==> config.mk <==
export PLATFORM = sky130hd
export DESIGN_NAME = instr_fetch_flat
export DESIGN_NICKNAME = d
export VERILOG_FILES = /design/src/rtl/instr_fetch_if.sv /design/src/rtl/instr_fetch.sv /design/src/flat_wrapper.sv
export SDC_FILE = /design/constraint.sdc
export NUM_CORES = 1
export LEC_CHECK = 0
export CORE_MARGIN = 2
export CORE_UTILIZATION = 39
export CTS_CLUSTER_SIZE = 30
export DETAILED_ROUTE_END_ITERATION = 8
export PLACE_DENSITY = 0.74
export SKIP_CTS_REPAIR_TIMING = 1
export SYNTH_ARGS = -nofsm -noshare
export SYNTH_HDL_FRONTEND = slang
export SYNTH_SLANG_ARGS = --single-unit
==> constraint.sdc <==
create_clock -name Clock -period 1.7 [get_ports Clock]
set_input_delay 0.34 -clock Clock [delete_from_list [all_inputs] [get_ports Clock]]
set_output_delay 0.34 -clock Clock [all_outputs]
set_load 0.005 [all_outputs]
==> src/rtl/instr_fetch_if.sv <==
// rtl/instr_fetch_if.sv - control, bus and instruction RAM signals of the fetch unit

interface instr_fetch_if #(
    parameter int n  = 16,
    parameter int AW = 7
);
    logic          FetchReq;
    logic          PCin;
    logic [n-1:0]  BusWires;
    logic [n-1:0]  MemData;
    logic [AW-1:0] MemAddr;
    logic          MemRe;
    logic [n-1:0]  IR;
    logic          IRValid;
    logic [n-1:0]  PC;
    logic          Busy;

    // master: control FSM, shared bus and RAM side; slave: the fetch unit
    modport master (
        output FetchReq, PCin, BusWires, MemData,
        input  MemAddr, MemRe, IR, IRValid, PC, Busy
    );

    modport slave (
        input  FetchReq, PCin, BusWires, MemData,
        output MemAddr, MemRe, IR, IRValid, PC, Busy
    );
endinterface

==> src/rtl/instr_fetch.sv <==
// rtl/instr_fetch.sv - program counter, instruction memory read and IR capture

module instr_fetch #(
    parameter int n       = 16,
    parameter int AW      = 7,
    parameter int MEM_LAT = 1
) (
    input  logic          Clock,
    input  logic          Resetn,
    instr_fetch_if.slave  bus
);

    typedef enum logic [1:0] {
        IDLE,
        ADDR,
        WAIT,
        CAPTURE
    } state_t;

    state_t       state;
    state_t       state_nxt;
    logic [n-1:0] pc;
    logic [n-1:0] ir;
    logic         ir_valid;
    logic [1:0]   cnt;

    always_ff @(posedge Clock or negedge Resetn) begin
        if (!Resetn) begin
            state <= IDLE;
        end else begin
            state <= state_nxt;
        end
    end

    always_comb begin
        state_nxt = state;
        case (state)
            IDLE:    if (bus.FetchReq) state_nxt = ADDR;
            ADDR:    state_nxt = (MEM_LAT > 1) ? WAIT : CAPTURE;
            WAIT:    if (cnt == 2'd1) state_nxt = CAPTURE;
            CAPTURE: state_nxt = IDLE;
            default: state_nxt = IDLE;
        endcase
    end

    // PC only moves in IDLE (bus load) or CAPTURE (increment), so the
    // address stays stable for the whole read.
    always_ff @(posedge Clock or negedge Resetn) begin
        if (!Resetn) begin
            pc       <= '0;
            ir       <= '0;
            ir_valid <= 1'b0;
            cnt      <= '0;
        end else begin
            ir_valid <= 1'b0;
            case (state)
                IDLE: begin
                    if (bus.PCin) pc <= bus.BusWires;
                end
                ADDR: begin
                    cnt <= 2'(MEM_LAT - 1);
                end
                WAIT: begin
                    cnt <= cnt - 2'd1;
                end
                CAPTURE: begin
                    ir       <= bus.MemData;
                    pc       <= pc + 1'b1;
                    ir_valid <= 1'b1;
                end
                default: ;
            endcase
        end
    end

    assign bus.MemAddr = pc[AW-1:0];
    assign bus.MemRe   = (state == ADDR);
    assign bus.IR      = ir;
    assign bus.IRValid = ir_valid;
    assign bus.PC      = pc;
    assign bus.Busy    = (state != IDLE);

endmodule

==> src/flat_wrapper.sv <==
// flat-port wrapper written by rule: the top's interface ports become plain ports
module instr_fetch_flat 
#(
    parameter int n       = 16,
    parameter int AW      = 7,
    parameter int MEM_LAT = 1
)
  (Clock, Resetn, bus_FetchReq, bus_PCin, bus_BusWires, bus_MemData, bus_MemAddr, bus_MemRe, bus_IR, bus_IRValid, bus_PC, bus_Busy);
  instr_fetch_if #(.n(n), .AW(AW)) bus_i ();
  input  logic Clock;
  input  logic Resetn;
  input wire logic [$bits(bus_i.FetchReq)-1:0] bus_FetchReq;
  input wire logic [$bits(bus_i.PCin)-1:0] bus_PCin;
  input wire logic [$bits(bus_i.BusWires)-1:0] bus_BusWires;
  input wire logic [$bits(bus_i.MemData)-1:0] bus_MemData;
  output wire logic [$bits(bus_i.MemAddr)-1:0] bus_MemAddr;
  output wire logic [$bits(bus_i.MemRe)-1:0] bus_MemRe;
  output wire logic [$bits(bus_i.IR)-1:0] bus_IR;
  output wire logic [$bits(bus_i.IRValid)-1:0] bus_IRValid;
  output wire logic [$bits(bus_i.PC)-1:0] bus_PC;
  output wire logic [$bits(bus_i.Busy)-1:0] bus_Busy;
  assign bus_i.FetchReq = bus_FetchReq;
  assign bus_i.PCin = bus_PCin;
  assign bus_i.BusWires = bus_BusWires;
  assign bus_i.MemData = bus_MemData;
  assign bus_MemAddr = bus_i.MemAddr;
  assign bus_MemRe = bus_i.MemRe;
  assign bus_IR = bus_i.IR;
  assign bus_IRValid = bus_i.IRValid;
  assign bus_PC = bus_i.PC;
  assign bus_Busy = bus_i.Busy;
  instr_fetch #(.n(n), .AW(AW), .MEM_LAT(MEM_LAT)) u_core (.Clock(Clock), .Resetn(Resetn), .bus(bus_i));
endmodule
==> impl_table.tex <==
\begin{tabular}{lr}
\hline
Metric & Value \\
\hline
\multicolumn{2}{l}{\textbf{STA}} \\
Number of max-slew violations in the final report & 0 \\
Final Hold Fails & 0 \\
Maximum clock frequency & 0.615 GHz \\
Clock period minus worst slack & 1.63 ns \\
Final worst clock skew & 0.00491 ns \\
Pin slew with the least headroom to its limit & 0.481 ns \\
Relative slew margins & 67.9\% \\
Post-route worst setup slack & 0.0737 ns \\
Tightest hold margin & 0.00271 ns \\
Period utilisation layout & 95.7\% \\
Number of setup violations in the final report & 0 \\
RSZ-0062 raised after global routing & no \\
\multicolumn{2}{l}{\textbf{Detailed routing}} \\
Remaining design rule violation count & 0 \\
Via count & 1743 \\
First-pass iteration count of the detailed router & 4 \\
Average via count per standard cell & 5.16 \\
Post-Route WL & 4.74 mm \\
Detail Route Antenna Nets & 0 \\
Detailed router's first-iteration violation count & 56 \\
WL/cell & 14.0 um \\
\multicolumn{2}{l}{\textbf{GRT}} \\
Remaining global-route overflow & 0 \\
Antenna violations before repair & 0 \\
Number of global-route vias before repair & 1691 \\
Global-route wire length before repair & 7.58 mm \\
All-Layer GR Usage & 17.5\% \\
Largest net degree at the start of global routing & 26 \\
\multicolumn{2}{l}{\textbf{Status}} \\
Run status & finished clean \\
\multicolumn{2}{l}{\textbf{Critical path}} \\
Worst Path Arrival & 1.29 ns \\
Element type at the critical path start & flip-flop \\
Critical path type & reg2out \\
Slack of the worst reg-to-reg path & 0.14 ns \\
Req. time, crit path & 1.36 ns \\
Maximum fanout count along the critical path & 6 \\
Startpoint of the most critical register-to-register path & u\_core.bus.PC[4] \\
Endpoint type of the worst setup path & output pin \\
End of the worst register-to-register path & u\_core.bus.PC[15] \\
R2R cell count & 4 \\
Setup crit start & u\_core.bus.PC[3] \\
End point of the critical path & bus\_MemAddr[3] \\
\multicolumn{2}{l}{\textbf{Logic synthesis}} \\
Count of flip-flops with a built-in enable after synthesis & 0 \\
Number of instances in the synthesized netlist & 188 \\
Post-Syn Area & 1990 um2 \\
Count of unique library cells instantiated by Yosys & 39 \\
Post-synthesis register bit count & 37 \\
Number of warnings issued by yosys & 0 \\
Dominant register cell in the synthesized netlist & sky130\_fd\_sc\_hd\_\_dfrtp\_1 \\
Avg Inst Size Synth & 10.6 um2 \\
Post-Synthesis Net Count & 231 \\
Share of synthesized registers carrying an async set or reset & 100\% \\
Portion of the post-synthesis area used by sequential elements & 46.6\% \\
\multicolumn{2}{l}{\textbf{Floorplan}} \\
DIE AREA & 5690 um2 \\
Vertical die dimension & 75.4 um \\
Initial cell density of the core & 41.3\% \\
Number of top-level design ports & 78 \\
Area of the core & 4820 um2 \\
Core Rows & 25 \\
Die Width & 75.4 um \\
\multicolumn{2}{l}{\textbf{Placed design}} \\
Port-buffer cells & 77 \\
Post-DP Area & 2850 um2 \\
Worst setup timing slack at the placement stage & 0.0331 ns \\
Instance count after placement with tap cells included & 330 \\
Placer Congestion & 0.807 \\
Placed wire-length estimate after detailed placement & 3.46 mm \\
\multicolumn{2}{l}{\textbf{Finish}} \\
Proportion of layout cells with a drive suffix above 1 & 20.7\% \\
Number of antenna repair diodes & 0 \\
Leading cell types in the layout, fill and taps excluded & 74 x sky130\_fd\_sc\_hd\_\_clkdlybuf4s50\_1, 36 x sky130\_fd\_sc\_hd\_\_dfrtp\_1, 21 x sky130\_fd\_sc\_hd\_\_a21oi\_1 \\
Post-layout nets & 313 \\
Most common library cell in the layout ignoring fill and taps & sky130\_fd\_sc\_hd\_\_clkdlybuf4s50\_1 \\
Non-filler instance count after layout & 338 \\
Area added between synthesis and finish & 49.5\% \\
Post-layout instance area & 2970 um2 \\
\# fillers & 448 \\
\multicolumn{2}{l}{\textbf{Hold path}} \\
HP Class & in2async \\
\multicolumn{2}{l}{\textbf{Clock network}} \\
CTS tree & built \\
H-tree levels & 2 \\
Root cell of the clock tree & sky130\_fd\_sc\_hd\_\_clkbuf\_8 \\
Num CTS Buffers & 5 \\
CTS max path bufs & 2 \\
Clk pin slew, worst setup/hold paths & 0.07 ns \\
Clock Sinks & 37 \\
Latest clock arrival within the worst-skew pair & 0.29 ns \\
\multicolumn{2}{l}{\textbf{Run}} \\
Maximum capacitance violations & 0 \\
\multicolumn{2}{l}{\textbf{Power and ir drop}} \\
Lkg Pwr & 1.21 nW \\
Total Power & 5.67 mW \\
Power density over the cells & 1910 nW/um2 \\
Worst voltage drop across the vdd grid & 1180 uV \\
\hline
\end{tabular}
-- logic make-up (layout without fill, tap and decap cells) --
group	after synthesis	after routing	synth area share, %
buffers and inverters	24	107	7.80
AND/OR/NAND/NOR	52	52	14.5
adder cells (fa/ha/maj)	7	7	4.41
multiplexers	20	20	11.3
AO/OA/AOI/OAI	48	48	15.4
flip-flops	37	37	46.6
-- synthesized netlist by cell type, types with 5 or more instances --
cell type | number | area share (%)
sky130_fd_sc_hd__mux2_2 | 17 | 9.6
sky130_fd_sc_hd__o21ai_0 | 6 | 1.5
sky130_fd_sc_hd__o22a_1 | 7 | 3.1
sky130_fd_sc_hd__nand4_1 | 5 | 1.6
sky130_fd_sc_hd__o22ai_1 | 5 | 1.6
sky130_fd_sc_hd__nand3_1 | 9 | 2.3
sky130_fd_sc_hd__inv_1 | 7 | 1.3
sky130_fd_sc_hd__ha_1 | 7 | 4.4
sky130_fd_sc_hd__a21oi_1 | 21 | 5.3
sky130_fd_sc_hd__nand2_1 | 9 | 1.7
sky130_fd_sc_hd__dfrtp_1 | 37 | 47
sky130_fd_sc_hd__buf_4 | 7 | 2.6
sky130_fd_sc_hd__nor2_1 | 13 | 2.5
-- where the power goes --
group | internal [mW] | leakage [nW] | switching, mW
Sequential | 1.33 | 0.427 | 0.348
Clock | 0.284 | 0.0450 | 0.306
Combinational | 1.99 | 0.735 | 1.41
-- sequential cells by signal, summed over array words and instances, names as in the netlist --
name                cells
u_core.bus.IR          16
u_core.cnt              2
u_core.bus.IRValid      1
u_core.bus.PC          16
u_core.state            2
-- through the flow --
| step | setup TNS, ns | util (%) |
|---|---|---|
| floorplan | 0 | - |
| global placement | 0 | 59.1 |
| detailed placement | 0 | 59.1 |
| CTS | -0.303 | 60.9 |
| global route | 0 | 61.7 |
| finish | 0 | 61.7 |
-- layer usage --
metal / wire length, um / vias to the layer above / global-route usage, %
met2: 2380 / 50 / 29.5
met5: 0 / - / 0
li1: - / 842 / -
met3: 283 / 2 / 5.03
met4: 17 / 0 / 5.26
met1: 2070 / 849 / 22.0
-- critical path, stage by stage, from the launching register on --
cell and delay, ns:
sky130_fd_sc_hd__dfrtp_1 0.35, sky130_fd_sc_hd__buf_4 0.15, sky130_fd_sc_hd__clkdlybuf4s50_1 0.50
-- cell type report --
cell class | instances | area, um2 | share of cell area (%)
Multi-Input combinational cell | 127 | 940 | 31.6
Sequential cell | 37 | 927 | 31.2
Timing Repair Buffer | 92 | 912 | 30.7
Tap cell | 67 | 83.8 | 2.82
Clock buffer | 6 | 72.6 | 2.44
Inverter | 7 | 26.3 | 0.884
Clock inverter | 2 | 10.0 | 0.337
-- how the worst min path moves through the flow --
stage / slack [ns] / cells past startpoint / to / from
3_3_place_gp: 0.32 / 1 / u_core.cnt[0] / Resetn
5_1_grt: 0.03 / 1 / u_core.bus.IR[2] / Resetn
4_1_cts: 0.001 / 1 / u_core.bus.IR[2] / Resetn
6_report: 0.003 / 1 / u_core.bus.IR[2] / Resetn
3_5_place_dp: 0.32 / 1 / u_core.cnt[0] / Resetn
2_1_floorplan: 0.04 / 0 / u_core.bus.IRValid / Resetn
Power figures use the tool's default switching activity.
